==> src/rtl/mac_seq_pkg.sv <==
// Shared constants for the nibble-loaded multiply-accumulate sequencer:
// FSM state codes, read-pointer selects, status bit positions.
package mac_seq_pkg;

  localparam logic [2:0] ST_LD_IN_LO = 3'd0;
  localparam logic [2:0] ST_LD_IN_HI = 3'd1;
  localparam logic [2:0] ST_LD_W_LO  = 3'd2;
  localparam logic [2:0] ST_LD_W_HI  = 3'd3;
  localparam logic [2:0] ST_MUL      = 3'd4;
  localparam logic [2:0] ST_ACC      = 3'd5;

  localparam logic [1:0] RD_ACC0 = 2'd0;
  localparam logic [1:0] RD_ACC1 = 2'd1;
  localparam logic [1:0] RD_ACC2 = 2'd2;
  localparam logic [1:0] RD_CNT  = 2'd3;

  localparam int unsigned STAT_ST   = 0;
  localparam int unsigned STAT_SAT  = 3;
  localparam int unsigned STAT_OVR  = 4;
  localparam int unsigned STAT_PTR  = 5;
  localparam int unsigned STAT_BUSY = 7;

  localparam logic [7:0] CNT_MAX = 8'hFF;

endpackage

==> src/rtl/sync_edge.sv <==
// Multi-flop synchronizer with rising-edge detect on the synchronized level.
// clr_i masks edges; history keeps tracking so nothing is pending afterwards.
module sync_edge #(
  parameter int STAGES = 2,
  parameter int WIDTH  = 1
) (
  input  logic             clk,
  input  logic             rst_n,
  input  logic             clr_i,
  input  logic [WIDTH-1:0] d_i,
  output logic [WIDTH-1:0] level_o,
  output logic [WIDTH-1:0] rise_o
);

  logic [STAGES-1:0][WIDTH-1:0] chain_q;
  logic [WIDTH-1:0]             prev_q;

  always_ff @(posedge clk) begin
    if (!rst_n) begin
      chain_q <= '0;
      prev_q  <= '0;
    end else begin
      chain_q <= {chain_q[STAGES-2:0], d_i};
      prev_q  <= level_o;
    end
  end

  assign level_o = chain_q[STAGES-1];
  assign rise_o  = level_o & ~prev_q & ~{WIDTH{clr_i}};

endmodule

==> src/rtl/mac_load_sequencer.sv <==
// Nibble-loaded 8x8 multiply-accumulate controller behind the pin interface.
// Owns operand, product, accumulator, count and read-pointer state.
module mac_load_sequencer
  import mac_seq_pkg::*;
#(
  parameter int ACC_W       = 20,
  parameter int SYNC_STAGES = 2
) (
  input  logic       clk,
  input  logic       rst_n,
  input  logic       ena,
  input  logic [7:0] ui_in,
  output logic [7:0] uo_out,
  input  logic [7:0] uio_in,
  output logic [7:0] uio_out,
  output logic [7:0] uio_oe
);

  logic [5:0] lvl;
  logic [5:0] lvl_rise;
  logic       stb_ev;
  logic       rd_ev;
  logic       stb_lvl;
  logic       rd_lvl;

  logic [3:0] nib;
  logic       clr;
  logic       mode;

  assign nib  = lvl[3:0];
  assign clr  = lvl[4];
  assign mode = lvl[5];

  sync_edge #(.STAGES(SYNC_STAGES), .WIDTH(6)) u_lvl (
    .clk     (clk),
    .rst_n   (rst_n),
    .clr_i   (1'b0),
    .d_i     ({ui_in[7], ui_in[5], ui_in[3:0]}),
    .level_o (lvl),
    .rise_o  (lvl_rise)
  );

  sync_edge #(.STAGES(SYNC_STAGES), .WIDTH(1)) u_stb (
    .clk     (clk),
    .rst_n   (rst_n),
    .clr_i   (clr),
    .d_i     (ui_in[4]),
    .level_o (stb_lvl),
    .rise_o  (stb_ev)
  );

  sync_edge #(.STAGES(SYNC_STAGES), .WIDTH(1)) u_rd (
    .clk     (clk),
    .rst_n   (rst_n),
    .clr_i   (clr),
    .d_i     (ui_in[6]),
    .level_o (rd_lvl),
    .rise_o  (rd_ev)
  );

  logic [2:0]       state_q, state_d;
  logic [7:0]       in_q, in_d;
  logic [7:0]       w_q, w_d;
  logic [15:0]      prod_q, prod_d;
  logic [ACC_W-1:0] acc_q, acc_d;
  logic [7:0]       cnt_q, cnt_d;
  logic             sat_q, sat_d;
  logic             ovr_q, ovr_d;
  logic [1:0]       ptr_q, ptr_d;

  logic             busy;
  logic [ACC_W:0]   acc_sum;

  assign busy    = (state_q == ST_MUL) || (state_q == ST_ACC);
  assign acc_sum = {1'b0, acc_q} + {{(ACC_W-15){1'b0}}, prod_q};

  always_comb begin
    state_d = state_q;
    in_d    = in_q;
    w_d     = w_q;
    prod_d  = prod_q;
    acc_d   = acc_q;
    cnt_d   = cnt_q;
    sat_d   = sat_q;
    ovr_d   = ovr_q;
    ptr_d   = ptr_q;
    if (clr) begin
      state_d = ST_LD_IN_LO;
      in_d    = '0;
      w_d     = '0;
      prod_d  = '0;
      acc_d   = '0;
      cnt_d   = '0;
      sat_d   = 1'b0;
      ovr_d   = 1'b0;
      ptr_d   = RD_ACC0;
    end else begin
      if (rd_ev) ptr_d = ptr_q + 2'd1;
      if (stb_ev && busy) ovr_d = 1'b1;
      unique case (state_q)
        ST_LD_IN_LO: if (stb_ev) begin
          in_d[3:0] = nib;
          state_d   = ST_LD_IN_HI;
        end
        ST_LD_IN_HI: if (stb_ev) begin
          in_d[7:4] = nib;
          state_d   = ST_LD_W_LO;
        end
        ST_LD_W_LO: if (stb_ev) begin
          w_d[3:0] = nib;
          state_d  = ST_LD_W_HI;
        end
        ST_LD_W_HI: if (stb_ev) begin
          w_d[7:4] = nib;
          state_d  = ST_MUL;
        end
        ST_MUL: begin
          prod_d  = 16'(in_q) * 16'(w_q);
          state_d = ST_ACC;
        end
        ST_ACC: begin
          if (mode) begin
            acc_d = {{(ACC_W-16){1'b0}}, prod_q};
          end else if (acc_sum[ACC_W]) begin
            acc_d = '1;
            sat_d = 1'b1;
          end else begin
            acc_d = acc_sum[ACC_W-1:0];
          end
          cnt_d   = (cnt_q == CNT_MAX) ? cnt_q : cnt_q + 8'd1;
          state_d = ST_LD_IN_LO;
        end
        default: state_d = ST_LD_IN_LO;
      endcase
    end
  end

  always_ff @(posedge clk) begin
    if (!rst_n) begin
      state_q <= ST_LD_IN_LO;
      in_q    <= '0;
      w_q     <= '0;
      prod_q  <= '0;
      acc_q   <= '0;
      cnt_q   <= '0;
      sat_q   <= 1'b0;
      ovr_q   <= 1'b0;
      ptr_q   <= RD_ACC0;
    end else begin
      state_q <= state_d;
      in_q    <= in_d;
      w_q     <= w_d;
      prod_q  <= prod_d;
      acc_q   <= acc_d;
      cnt_q   <= cnt_d;
      sat_q   <= sat_d;
      ovr_q   <= ovr_d;
      ptr_q   <= ptr_d;
    end
  end

  always_comb begin
    unique case (ptr_q)
      RD_ACC0: uo_out = acc_q[7:0];
      RD_ACC1: uo_out = acc_q[15:8];
      RD_ACC2: uo_out = 8'(acc_q[ACC_W-1:16]);
      default: uo_out = cnt_q;
    endcase
  end

  always_comb begin
    uio_out                 = '0;
    uio_out[STAT_ST+:3]     = state_q;
    uio_out[STAT_SAT]       = sat_q;
    uio_out[STAT_OVR]       = ovr_q;
    uio_out[STAT_PTR+:2]    = ptr_q;
    uio_out[STAT_BUSY]      = busy;
  end

  assign uio_oe = 8'hFF;

  logic unused_ok;
  assign unused_ok = &{1'b0, ena, uio_in, lvl_rise, stb_lvl, rd_lvl};

endmodule
==> config.mk <==
export PLATFORM = sky130hd
export DESIGN_NAME = mac_load_sequencer
export DESIGN_NICKNAME = d
export VERILOG_FILES = /design/src/rtl/mac_seq_pkg.sv /design/src/rtl/sync_edge.sv /design/src/rtl/mac_load_sequencer.sv
export SDC_FILE = /design/constraint.sdc
export NUM_CORES = 1
export LEC_CHECK = 0
export ABC_AREA = 1
export CAP_MARGIN = 20
export CELL_PAD_IN_SITES_DETAIL_PLACEMENT = 0
export CELL_PAD_IN_SITES_GLOBAL_PLACEMENT = 1
export CORE_MARGIN = 10
export CORE_UTILIZATION = 47
export CTS_CLUSTER_DIAMETER = 150
export DETAILED_ROUTE_END_ITERATION = 8
export GPL_ROUTABILITY_DRIVEN = 0
export GPL_TIMING_DRIVEN = 1
export PLACE_DENSITY_LB_ADDON = 0.1
export SETUP_SLACK_MARGIN = 0.3
export SYNTH_ARGS = -nofsm -noshare
export SYNTH_HDL_FRONTEND = slang
export SYNTH_SLANG_ARGS = --single-unit
export TNS_END_PERCENT = 50
==> constraint.sdc <==
create_clock -name clk -period 9.09 [get_ports clk]
set_input_delay 0.909 -clock clk [delete_from_list [all_inputs] [get_ports clk]]
set_output_delay 0.909 -clock clk [all_outputs]
set_load 0.005 [all_outputs]
# Word level (Yosys, flattened, before mapping)

Cells that the tools add are included.

Multiply operators: 1
Eq/ne operators: 12
$add $sub $neg: 3
Bitwise operators: 10
Reductions and logical operators: 12
Mux-type cells: 8

Operators with widths:

| operator                                                              | number |
|---|---|
| 20-bit 2-to-1 mux                                                     | 2 |
| 8-bit one-hot mux with 3 select lines                                 | 1 |
| 20-bit by 16-bit adder with 21-bit output                             | 1 |
| 8-bit by 8-bit multiplier with 16-bit output                          | 1 |
| 3-bit one-hot mux with 5 select lines                                 | 1 |
| 3-bit 2-to-1 mux                                                      | 4 |
| 2-bit AND reduction                                                   | 5 |
| 8-bit by 1-bit adder with 8-bit output, second input constant         | 1 |
| 8-bit equality test, second input constant                            | 1 |
| 2-bit inequality test, second input constant                          | 4 |
| 3-bit by 2-bit equality test with 1-bit output, second input constant | 2 |
| 3-bit equality test, second input constant                            | 2 |
| 1-bit inverter                                                        | 6 |
| 1-bit AND                                                             | 4 |
| 4-bit AND reduction                                                   | 1 |
| 3-bit by 1-bit equality test with 1-bit output, second input constant | 1 |
| 3-bit zero test                                                       | 1 |
| 3-bit AND reduction                                                   | 1 |
| 2-bit by 1-bit adder with 2-bit output, second input constant         | 1 |
| 2-bit by 1-bit equality test with 1-bit output, second input constant | 1 |
| 2-bit equality test, second input constant                            | 1 |
| 2-bit zero test                                                       | 1 |
| 2-bit OR reduction                                                    | 1 |
| 1-bit logical AND                                                     | 1 |
| 1-bit logical OR                                                      | 1 |

Bits in registers: 85
Output and inout port bits: 24
Input bits: 19
Word-level logic and storage cells: 65

# Logic depth before layout (Yosys ltp)

Gate-level depths: netlist of run 1.

Word-level depth: 5
Mapped depth: 20
Mapped depth without buffers: 19

# By module

Synthesis of run 1 repeated with hierarchy kept, for this count alone.

Cell total of the unflattened synthesis: 1103
Area total of the unflattened synthesis: 7410.9 um^2

By module, submodules not included:

| module                | cells an instance | seq. area each (um^2) | times used | area an instance (um^2) |
|---|---|---|---|---|
| mac_load_sequencer    | 999               | 1341.3                | 1          | 6576.3 |
| sync_edge at u_lvl    | 80                | 360.3                 | 1          | 641.9 |
| sync_edge at u_rd ... | 12                | 60.1                  | 2          | 96.3 |

# Least setup slack after synthesis of run 1

Ideal clock, no wire load.

Path kind: reg-to-reg
From: register in_q[2]
To: register prod_q[13]
Setup time: 0.115 ns
Period minus slack after synthesis: 4.033 ns
Arrival time: 3.918 ns
Path buffers: 1
Path slack: 5.057 ns
Stages on the path, launching flop included: 19
Path through: dfxtp_1 > clkbuf_1 > nand2_1 > inv_1 > fa_1 > fa_1 > fa_1 > inv_1 > fa_1 > inv_1 > ha_1 > a21oi_1 > o21ai_0 > a21oi_1 > o21ai_0 > nand2_1 > nand2_1 > o21ai_0 > inv_1

Longest elaborated chain between the ends: 1

RTL lines:

| item                                         | RTL line                  | source |
|---|---|---|
| start: declaration                           | mac_load_sequencer.sv:62  | `logic [7:0] in_q, in_d;` |
| start signal: assignment                     | mac_load_sequencer.sv:151 | `in_q <= in_d;` |
| 8-bit by 8-bit multiplier with 16-bit output | mac_load_sequencer.sv:118 | `prod_d = 16'(in_q) * 16'(w_q);` |
| end signal: assignment                       | mac_load_sequencer.sv:153 | `prod_q <= prod_d;` |
| end: declaration                             | mac_load_sequencer.sv:64  | `logic [15:0] prod_q, prod_d;` |

Every way passes these cells.
A chain may end at the register's enable or synchronous reset.

# Worst setup path in the final report of run 1

Same ends and word-level chain as after synthesis.

==> impl_metrics.yaml, run 1 <==
status:
  status: "completed"
synthesis:
  synth_xor_area_share_pct: 1.754
  synth_compound_area_share_pct: 12.47
  syn_inst: 1039
  seq_area_frac_synth_pct: 24.34
  synth_top_area_cell: "dfxtp_1"
  synth.most_common_cell: "nand2_1"
  yosys.area.top_type_share_pct: 24.34
  yosys.area_share.simple_pct: 25.36
  ys_top_cells_by_count: "nand2_1, inv_1, dfxtp_1, nor2_1, a21oi_1"
  synth_adder_area_share_pct: 20.79
  synth_top_family_by_area: "simple AND/OR/NAND/NOR gates"
  synth_warnings: 0
  synth_mux_area_share_pct: 0
  yosysUniqueCellTypes: 41
  synth_edf_count: 0
  ys_ff_latch: 85
  async_flop_share_pct: 0
  synthFlopType: "dfxtp_1"
  synth_area_um2: 6992
  synth.area.top_cells: "dfxtp_1, nand2_1, inv_1, fa_1, ha_1"
  avgSynthCellArea_um2: 6.729
critical_path:
  r2r_slack_ps: 4650
  start_kind: "flop"
  critPathBufInv: 4
  r2r-end: "prod_q[13]"
  worstReg2RegStart: "in_q[2]"
  critPathTopFamily: "adder cells"
  slowest_delay_ps: 590
  cp.required_ps: 9330
  worstSetupPathType: "reg -> reg"
  cp_max_fo: 9
  reg2regPathDepth: 17
  worstPathCellList: "nand2_1 -> inv_1 -> fa_1 -> fa_1 -> fa_1 -> inv_1 -> fa_1 -> inv_1 -> ha_1 -> a21oi_1 -> o21ai_0 -> a21oi_1 -> o21ai_0 -> nand2_1 -> nand2_1 -> o21ai_0 -> inv_1"
  slowest_stage: "dfxtp_1"
  critPathArrivalTime_ps: 4670
  setup.worst_path.end_class: "flop"
floorplan:
  die-width_um: 142.0
  start_util_pct: 48.11
  dieHeight_um: 142.0
  core-area_um2: 14530
  num_io_pins: 43
  die_area_um2: 20150
  num_rows: 44
detailed_routing:
  wl_um: 16450
  vias: 5986
  wl_per_cell_um: 13.43
  firstDrtPassIters: 5
  drtAntennaViolNets: 0
  route.detailed.drc: 0
  dr.first_iter.drc_count: 310
  vias_per_cell: 4.887
finish:
  fin_nets: 1149
  antenna_cells: 0
  final_core_util_pct: 52.09
  areaGrowthSynthToFinish_pct: 8.286
  stdcell_area_um2: 7571
  drive_above_1_share_pct: 5.572
timing:
  setup_viol: 0
  finalCritPeriodShare_pct: 48.82
  rsz0062_at_grt: "no"
  finalHoldViolations: 0
  fmax_mhz: 225.3
  setup_slack_ps: 4652
  finalSetupTns_ps: 0
  worst_pin_slew_ps: 871.7
  post-route-min-period_ps: 4438
  fin_skew_ps: 8.237
  drv_slew: 0
  slew_headroom_pct: 41.67
  worst_hold_slack_ps: 409.7
placement:
  io_buffers: 25
  postPlaceCellArea_um2: 7278
  hpwl_um: 13060
  post-place-ws_ps: 4674
clock_tree:
  clock_latency_ps: 350
  cts.clk_slew.worst_paths_ps: 70
  cts_setup_buffers: 0
  cts_num_sinks: 85
  clockBufferDepth: 2
  cts_tree: "yes"
  htree_levels: 3
  cts.repair.resized: 0
  cts-root-buf: "clkbuf_16"
  hold_buffers: 0
  cts_made_buffers: 9
job:
  cap_violations: 0
pwr:
  peakVddDrop_uv: 89.94
  pwr_density_cell_nw_per_um2: 102.8
  p_leak_uw: 0.004259
global_routing:
  grt_max_degree: 36
  grt_pass1_wl_um: 28010
  grtUsageTotal_pct: 16.81
  grt_pass1_vias: 5679
  grt-ovfl-total: 0
  antenna_found_initial: 0
worst_hold_path:
  hold_start: "u_lvl.chain_q[3]"
  whs_path_depth: 2
  hp-class: "reg -> reg"
  min_to: "u_lvl.level_o[3]"
==> how the worst max path moves through the flow <==
stage	start	endpoint	cells after the start	slack, ps
after floorplan	in_q[2]	prod_q[13]	18	5060
after global placement	in_q[2]	prod_q[13]	17	4680
after detailed placement	in_q[2]	prod_q[13]	17	4670
after CTS	in_q[2]	prod_q[13]	17	4660
after global routing	in_q[3]	prod_q[13]	17	4360
final	in_q[2]	prod_q[13]	17	4650
==> metrics by stage <==
| stage | std cells | total power (µW) |
|---|---|---|
| floorplan | 1046 | 413.8 |
| detailed placement | 1209 | 423.9 |
| global route | 1225 | 808.4 |
| global placement | 1209 | 423.8 |
| CTS | 1225 | 790.2 |
| finish | 1225 | 778.2 |
==> report_power, final <==
group | switching [µW] | leakage (µW) | internal (µW) | total [µW]
Combinational | 19.5 | 0.00343 | 11.8 | 31.3
Clock | 171 | 0.000145 | 192 | 363
Sequential | 6.33 | 0.000689 | 377 | 384
Total | 197 | 0.00426 | 582 | 778
==> area by class of cell <==
type                       instances  area [µm²]
fill                            1576        6963
multi-input combinational        691        4252
sequential                        85        1702
inverter                         223       837.1
timing repair buffer              26       257.7
tap                              184       230.2
clock buffer                       9       225.2
clock inverter                     7       67.56
==> worst register-to-register path, delay by kind of cell, from the launching register on <==
| family | cells | cell delay, ps |
|---|---|---|
| fa+ha+maj | 5 | 2390 |
| simple gates | 3 | 240 |
| buf+inv | 4 | 220 |
| flops | 1 | 590 |
| compound gates | 5 | 890 |
==> state kept, by name, indices dropped and copies added (netlist names) <==
signal,count
acc_q,20
prod_q,16
cnt_q,8
in_q,8
w_q,8
u_lvl.chain_q,6
u_lvl.level_o,6
state_q,3
ptr_q,2
ovr_q,1
sat_q,1
u_rd.chain_q,1
u_rd.level_o,1
u_rd.prev_q,1
u_stb.chain_q,1
u_stb.level_o,1
u_stb.prev_q,1
==> layout by cell type (no fill, tap or decap), drive strengths merged, types with 2 or more instances in the layout <==
cell type      netlist  layout
a21oi               85      85
a221oi               4       4
a22oi                5       5
clkbuf              31       9
clkdlybuf4s50        0      25
clkinv               0       3
conb                 1       8
dfxtp               85      85
fa                  37      37
ha                  57      57
inv                223     227
nand2              272     272
nand3               43      43
nand3b               3       3
nand4                5       5
nor2                84      84
nor3                 8       8
o211ai               4       4
o21ai               53      53
or2                  2       2
xnor2                7       7
xor2                 7       7
==> routing by layer <==
| layer | vias to the layer above | GRT usage [%] | routed length (µm) | part of all wire [%] |
|---|---|---|---|---|
| met5 | - | 0 | 0 | 0 |
| met4 | 0 | 4.411 | 186 | 1.1 |
| met3 | 13 | 2.637 | 663 | 4.0 |
| met2 | 112 | 25.50 | 6964 | 42 |
| met1 | 2697 | 24.19 | 8637 | 53 |
| li1 | 3164 | - | - | - |
==> kinds of logic (layout without fill, tap and decap cells) <==
group | Yosys count | after routing
flip-flops | 85 | 85
buffers and inverters | 270 | 265
AND/OR/NAND/NOR | 419 | 419
other | 1 | 8
adder cells (fa/ha/maj) | 94 | 94
XOR/XNOR | 14 | 14
AO/OA/AOI/OAI | 156 | 156
No activity file was read; power rests on OpenSTA's default activity.
==> run 2: changes to the inputs <==
CORE_UTILIZATION = 40   (was 47)
clock period = 3.62 ns   (was 9.09 ns; I/O delays follow)
==> run 2 against run 1 <==
The run now ends with setup timing left. Sequential cell count is the same. Power rose to 2.6 times the previous value. Wire length is 8.2% higher. Sequential share of layout area fell by 1.7 points.
==> impl_metrics.yaml, run 2 (synthesis results as in run 1) <==
critical_path:
  cp_max_fo: 5
  cp_common_cell: "fa_1"
  reg2regPathDepth: 17
  worstPathCellList: "buf_4 -> nand2_2 -> inv_2 -> fa_1 -> fa_1 -> fa_1 -> inv_2 -> fa_1 -> inv_2 -> ha_4 -> nand2_4 -> o21ai_4 -> a21oi_4 -> or2_0 -> nand3_1 -> o211ai_1 -> inv_1"
  cp.required_ps: 3910
  worstSetupPathType: "reg -> reg"
  setup.worst_path.end_class: "flop"
  slowest_stage: "fa_1"
  critPathArrivalTime_ps: 4010
  slowest_delay_ps: 520
  start_kind: "flop"
job:
  cap_violations: 0
status:
  status: "finished, violations left"
  violations: "setup timing"
detailed_routing:
  firstDrtPassIters: 6
  drtAntennaViolNets: 0
  wl_per_cell_um: 13.47
  wl_um: 17790
  vias_per_cell: 4.628
  dr.first_iter.drc_count: 274
  vias: 6114
  route.detailed.drc: 0
timing:
  rsz0062_at_grt: "yes"
  slew_headroom_pct: 39.99
  setup_viol: 8
  worst_pin_slew_ps: 899.1
  finalCritPeriodShare_pct: 102.7
  fin_skew_ps: 10.08
  finalHoldViolations: 0
  post-route-min-period_ps: 3718
  drv_slew: 0
  fmax_mhz: 268.9
  setup_slack_ps: -98.18
global_routing:
  grtUsageTotal_pct: 15.44
  antenna_found_initial: 0
  grt-ovfl-total: 0
  grt_pass1_vias: 5980
  grt_max_degree: 36
  grt_pass1_wl_um: 29790
clock_tree:
  cts_made_buffers: 9
  clock_latency_ps: 340
  cts_num_sinks: 85
  cts-root-buf: "clkbuf_16"
  cts.clk_slew.worst_paths_ps: 70
  clockBufferDepth: 2
  cts_tree: "yes"
  htree_levels: 3
  hold_buffers: 0
floorplan:
  num_rows: 48
  dieHeight_um: 152.2
  start_util_pct: 40.56
  num_io_pins: 43
  die-width_um: 152.2
  die_area_um2: 23170
  core-area_um2: 17240
finish:
  stdcell_area_um2: 8399
  fillers: 1825
  areaGrowthSynthToFinish_pct: 20.13
  drive_above_1_share_pct: 15.78
  top_register: "acc_q"
  reg.largest.list: "acc_q x20, prod_q x16"
  largest_reg_flops: 20
  layout_commonest_cell: "nand2_1"
  final_cell_mix: "nand2_1, inv_1, nor2_1"
  fin_nets: 1206
  antenna_cells: 0
pwr:
  p_leak_uw: 0.004597
  peakVddDrop_uv: 241.6
  pwr_density_cell_nw_per_um2: 244.1
placement:
  hpwl_um: 14290
  io_buffers: 25
  postPlaceCellArea_um2: 7836
  post-place-ws_ps: -268.2
worst_hold_path:
  whs_path_depth: 2
  hp-class: "reg -> reg"
==> run 2: cell types whose count changed in the layout (fill, tap and decap cells not counted), sizes merged <==
| cell | before | now |
|---|---|---|
| buf | 1 | 58 |
| clkinv | 3 | 0 |
| bufinv | 0 | 2 |
| inv | 227 | 225 |
| clkinvlp | 0 | 1 |
==> run 2: layer usage <==
| layer | GRT usage [%] | wire, µm |
|---|---|---|
| met5 | 0 | 0 |
| met4 | 3.851 | 171 |
| met3 | 2.681 | 515 |
| met2 | 23.67 | 7567 |
| met1 | 21.82 | 9539 |
==> run 2: power by group <==
part / switching, µW / total [µW] / internal (µW) / leakage [µW]
registers: 10.4 / 952 / 942 / 0.000698
clock network: 401 / 1000 / 602 / 0.000148
logic: 57.6 / 94.6 / 37.0 / 0.00375
total: 469 / 2050 / 1580 / 0.00460
==> run 2: critical path, delay by kind of cell (launching register included) <==
family / cells / cell delay, ps
buffers and inverters: 5 / 340
DFF: 1 / 370
AOI/OAI and AO/OA: 3 / 290
and+or+nand+nor: 4 / 430
adders and majority gates: 5 / 2250
==> run 2: area by class of cell <==
class	instances	area (µm²)	area share, %
inverters	223	837.1	9.966
well taps	225	281.5	3.352
clock inverters	5	85.08	1.013
multi-input cells	691	4523	53.85
repair buffers	83	704.4	8.387
clock buffers	9	225.2	2.681
flip-flops and latches	85	1743	20.75
==> run 2: worst paths after layout <==
| path | from | endpoint | slack [ps] |
|---|---|---|---|
| setup / recovery | in_q[3] | prod_q[11] | -100 |
| hold / removal | u_lvl.chain_q[3] | u_lvl.level_o[3] | 410 |
| setup reg to reg | in_q[3] | prod_q[11] | -100 |
| hold reg to reg | u_lvl.chain_q[3] | u_lvl.level_o[3] | 410 |
==> run 2: per-stage QoR <==
stage               hold WS (ps)  cells  utilization [%]  setup TNS (ps)  total power (µW)
floorplan                  390.5   1046                -          -7.755              1042
global placement           392.2   1305            45.46           -1676              1074
detailed placement         398.4   1305            45.46           -1951              1074
CTS                        414.6   1321            48.08          -517.6              2086
global route               425.9   1321            48.73           -2251              2127
finish                     410.6   1321            48.73          -523.6              2050
==> run 2: what timing repair did <==
action,CTS,global route
buffers inserted,2,0
endpoints found under the setup margin,11,11
resized for setup,40,30
pin swaps,18,6
==> patch 1: new RTL, settings of run 2 <==
`w_q` no longer has a reset.
--- a/src/rtl/mac_load_sequencer.sv
+++ b/src/rtl/mac_load_sequencer.sv
@@ -139,7 +139,6 @@
     if (!rst_n) begin
       state_q <= ST_LD_IN_LO;
       in_q    <= '0;
-      w_q     <= '0;
       prod_q  <= '0;
       acc_q   <= '0;
       cnt_q   <= '0;
@@ -149,7 +148,6 @@
     end else begin
       state_q <= state_d;
       in_q    <= in_d;
-      w_q     <= w_d;
       prod_q  <= prod_d;
       acc_q   <= acc_d;
       cnt_q   <= cnt_d;
@@ -157,6 +155,10 @@
       ovr_q   <= ovr_d;
       ptr_q   <= ptr_d;
     end
+  end
+
+  always_ff @(posedge clk) begin
+    w_q <= w_d;
   end
 
   always_comb begin
Formal check against the unedited RTL: no difference found for any inputs over 10 cycles, from zero or initial values and one cycle with rst_n low; that may be too few to reach the edited logic, so the function may still have changed.
==> patch 1 against run 2 <==
  * The flow still finishes with violations (setup timing)
  * Sequential cell count is the same
  * Highest routed layer unchanged
  * Setup slack lost 0.032 ns
  * Power decreased by 3.8%
  * Sequential power barely moved
  * Wire length up 6.9%
  * Core utilization up 0.11 points
  * Combinational power shrank 5.7%
  * Cell count rose by 2.0%
  * Final area grew 0.92%
  * Synthesized area increased by 1.4%
  * Maximum frequency down 0.85%
==> patch 1: results (changes against run 2) <==
status: "complete, but fails checks"
violations: "setup timing"
hpwl_um: 15300  # +7.4%
worst_pin_slew_ns: 0.798  # -0.102 ns
ys_types: 38  # -7.3%
p_leak_nw: 4.59  # -0.23%
grt_max_degree: 34  # -5.6%
r2r_end: "prod_q[9]"
hold_start: "u_stb.chain_q[0]"
reg.largest.list: "acc_q (20), prod_q (16)"
final.setup.tns_ns: -0.733  # -0.209 ns
grt.total_usage_pct: 16.5  # +1.0 points
grt_first_pass_wirelength_um: 32100  # +7.6%
final.period_utilization_pct: 104  # +0.88 points
worst_slack_ns: -0.130  # -0.0318 ns
drt_iter0_markers: 375  # +37%
ys_top_cells_by_count: "286 x nand2_1, 226 x inv_1, 85 x dfxtp_1"
path_max_fanout: 4  # -1
synth.area.top_cells: "dfxtp_1 24%, nand2_1 15%, inv_1 12%, fa_1 10%, ha_1 10%"
first_global_vias: 6243  # +4.4%
irDropWorstVdd_uv: 212  # -12%
cts_buffers: 9  # unchanged
dr.pass1.iters: 5  # -1
setup_viol: 9  # +1
r2r-start: "in_q[2]"
dpl_cell_area_um2: 7930  # +1.2%
nFillCells: 1826  # +0.055%
cpPeakStageDelay_ns: 0.51
via_count: 6258  # +2.4%
layout-drive-gt1-share_pct: 15.9  # +0.066 points
yosysSeqAreaShare_pct: 24.0  # -0.33 points
cp_data_arrival_time_ns: 4.04  # +0.03 ns
r2r_cells: 17  # unchanged
clock_skew_ns: 0.0141  # +0.00397 ns
nets: 1231  # +2.1%
holdPathEnd: "u_stb.level_o"
totalWireLength_um: 19000  # +6.9%
-- patch 1: changes by cell type after synthesis, sizes merged, moves of 2 or more --
cell and change:
nor3 -2, inv +3, nand3 -13, nor2 -6, nand2 +36, nand3b +2
o21bai +2, a21oi +2
-- patch 1: per-stage QoR --
step	hold WS (ns)	util, %	setup slack, ns	cells
after detailed placement	0.397	45.7	-0.260	1327
after global placement	0.392	45.7	-0.295	1327
after CTS	0.413	48.4	-0.124	1347
final	0.411	48.8	-0.130	1348
after floorplan	0.390	-	-0.00963	1072
after global routing	0.425	48.8	-0.288	1348
-- patch 1: repair_timing --
item / CTS / global route
hold endpoints to repair: 0 / 0
endpoints found under the setup margin: 11 / 11
setup buffers: 4 / 0
resized for setup: 55 / 17
pin swaps: 25 / 13
hold buffers: 0 / 0
-- patch 1: metal layers --
metal,up-vias,GRT usage (%),part of all wire (%)
met2,74,24.3,42
li1,3336,-,-
met5,-,0,0
met3,10,2.47,3.0
met1,2838,24.5,55
met4,0,3.63,0.80
-- patch 1: report_power, final --
group | total [W] | internal (W) | switching (W) | leakage (nW)
clock network | 0.000929 | 0.000479 | 0.000450 | 0.135
registers | 0.000954 | 0.000941 | 0.0000133 | 0.698
logic | 0.0000892 | 0.0000350 | 0.0000542 | 3.75
total | 0.00197 | 0.00146 | 0.000518 | 4.59
-- patch 1: worst min-delay path, cell delays in order (launching register included) --
cell and delay [ns]:
dfxtp_1 0.30, nand2_1 0.04, inv_1 0.04
-- patch 1: cells by family (layout without fill, tap and decap cells) --
| kind of cell | count (synthesis) | in the layout | synth area share, % |
|---|---|---|---|
| xor gates and xnor gates | 13 | 13 | 1.61 |
| adders and majority gates | 94 | 94 | 20.5 |
| other | 1 | 8 | 0.0529 |
| and+or+nand+nor | 438 | 438 | 25.7 |
| DFF | 85 | 85 | 24.0 |
| AOI/OAI and AO/OA | 160 | 160 | 12.6 |
| buffers and inverters | 274 | 325 | 15.4 |
-- patch 1: worst max-delay path by stage --
stage / startpoint / end / slack [ns]
after floorplan: in_q[2] / prod_q[10] / -0.01
after global placement: w_q[3] / prod_q[14] / -0.30
after detailed placement: in_q[3] / prod_q[8] / -0.26
after CTS: w_q[3] / prod_q[13] / -0.12
after global routing: in_q[2] / prod_q[9] / -0.29
final: in_q[2] / prod_q[9] / -0.13
-- patch 1: area by class of cell --
type,count,area [um2],area share [%]
clock buffer,10,229,2.70
clock inverter,6,51.3,0.605
inverter,227,852,10.1
multi-input combinational,713,4620,54.5
sequential,85,1740,20.6
tap,225,282,3.32
timing repair buffer,82,698,8.24
==> patch 2: new RTL, config.mk and constraints of run 2 <==
Made on the original files. `SYNC_STAGES`: 2 -> 4.
--- a/src/rtl/mac_load_sequencer.sv
+++ b/src/rtl/mac_load_sequencer.sv
@@ -4,7 +4,7 @@
   import mac_seq_pkg::*;
 #(
   parameter int ACC_W       = 20,
-  parameter int SYNC_STAGES = 2
+  parameter int SYNC_STAGES = 4
 ) (
   input  logic       clk,
   input  logic       rst_n,
Check against the original RTL: not equivalent (Yosys sat finds a counterexample within 4 cycles, from zero or initial values and one cycle with rst_n low).
==> patch 2 against run 2 <==
  * The run still ends with setup timing left
  * Wire length is 1.5% higher
  * Sequential cell count rose by 16
  * Final area up 3.8%
  * Core utilization decreased by 0.55 points
  * Cell count grew 2.6%
  * Synthesized area up 5.8%
  * Count of clock-buffer cells in the layout unchanged
  * Sequential share of layout area grew 3.0 points
  * Largest cell class unchanged
  * Critical path depth is the same
  * Setup slack worse by 0.024 ns
  * First-iteration DRC count is 12% lower
  * Clock power barely moved
  * Power is 6.9% higher
==> patch 2: results (changes against run 2) <==
hold_start: "u_lvl.chain_q[16]"
worst_slack_ns: -0.123  # -0.0245 ns
status: "complete, but fails checks"
wl_met3_um: 468  # -9.1%
grt.total_usage_pct: 15.5  # +0.069 points
nFillCells: 1912  # +4.8%
layout-drive-gt1-share_pct: 14.5  # -1.3 points
hold_ws_ns: 0.412  # +0.00188 ns
clk_latency_ns: 0.36  # +0.02 ns
synth_cells: 1073  # +3.3%
p_leak_nw: 4.85  # +5.5%
met1Wirelength_um: 9630  # +0.94%
wl_per_cell_um: 13.3  # -1.1%
reg.largest.list: "acc_q (20), u_lvl.chain_q (18), prod_q (16)"
synth.area.top_cells: "dfxtp_1 27%, nand2_1 14%, inv_1 12%, fa_1 10%, ha_1 9.6%"
clock_skew_ns: 0.0187  # +0.00865 ns
r2r-start: "w_q[6]"
setup_viol: 7  # -1
ys_types: 36  # -12%
yosysSeqAreaShare_pct: 27.3  # +3.0 points
nets: 1235  # +2.4%
post-place-ws_ns: -0.242  # +0.0260 ns
holdPathEnd: "u_lvl.level_o[4]"
dpl_cell_area_um2: 8190  # +4.5%
violations: "setup timing"
irDropWorstVdd_uv: 214  # -11%
## patch 2: cell types whose count changed after synthesis, moves of 4 or more
cell      before  now
dfxtp_1       85  101
buf_2          2    6
o21ai_0       46   53
nand2_1      265  274
inv_2         10    2
nor3_1         6   13
o21ai_1        7    0
nand3b_1       3    7
nand3_1       35   27
a21oi_1       74   80
inv_1        213  227
## patch 2: timing repair
action,4_1_cts,5_1_grt
buffers inserted,1,4
resized for setup,39,25
endpoints found under the hold margin,0,0
setup endpoints to repair,10,10
pin swaps,13,22
## patch 2: worst max path at each step
stage	from	endpoint	depth (start not counted)
floorplan	w_q[5]	prod_q[13]	18
CTS	w_q[6]	prod_q[13]	17
finish	w_q[6]	prod_q[11]	17
global route	in_q[1]	prod_q[11]	18
global placement	in_q[1]	prod_q[10]	17
detailed placement	in_q[1]	prod_q[10]	17
## patch 2: worst max-delay path: cells and delay by family, from the launching register on
family / cells / cell delay [ns]
buffers and inverters: 6 / 0.42
and+or+nand+nor: 2 / 0.14
AOI/OAI and AO/OA: 3 / 0.34
xor gates and xnor gates: 1 / 0.12
adders and majority gates: 5 / 2.23
DFF: 1 / 0.37
## patch 2: area by class of cell
type	count	area, um2	area share [%]
repair buffers	80	678	7.78
clock inverters	7	88.8	1.02
multi-input cells	700	4500	51.7
inverters	230	863	9.91
clock buffers	9	225	2.58
well taps	229	287	3.29
flip-flops and latches	101	2070	23.7
## patch 2: per-stage QoR
step | power (W) | TNS [ns]
floorplan | 0.00121 | 0
global placement | 0.00123 | -1.63
detailed placement | 0.00123 | -1.72
CTS | 0.00223 | -0.727
global route | 0.00228 | -2.46
finish | 0.00219 | -0.555
## patch 2: logic make-up (layout without fill, tap and decap cells)
kind of cell	count (synthesis)	after routing	synth area share, %
buffers and inverters	279	326	14.9
other	1	8	0.0507
adders and majority gates	94	94	19.7
DFF	101	101	27.3
xor gates and xnor gates	16	16	1.89
AOI/OAI and AO/OA	154	154	11.4
and+or+nand+nor	428	428	24.8
## patch 2: where the power goes
group | total [W] | switching [W] | internal (W) | leakage [nW]
clock network | 0.000998 | 0.000501 | 0.000497 | 0.152
registers | 0.00112 | 0.00000585 | 0.00112 | 0.828
logic | 0.0000715 | 0.0000445 | 0.0000270 | 3.87
## patch 2: metal layers
layer | vias to the layer above | global-route usage, %
met4 | 0 | 3.24
met1 | 2839 | 21.6
met3 | 10 | 2.40
li1 | 3355 | -
met2 | 54 | 24.8
met5 | - | 0
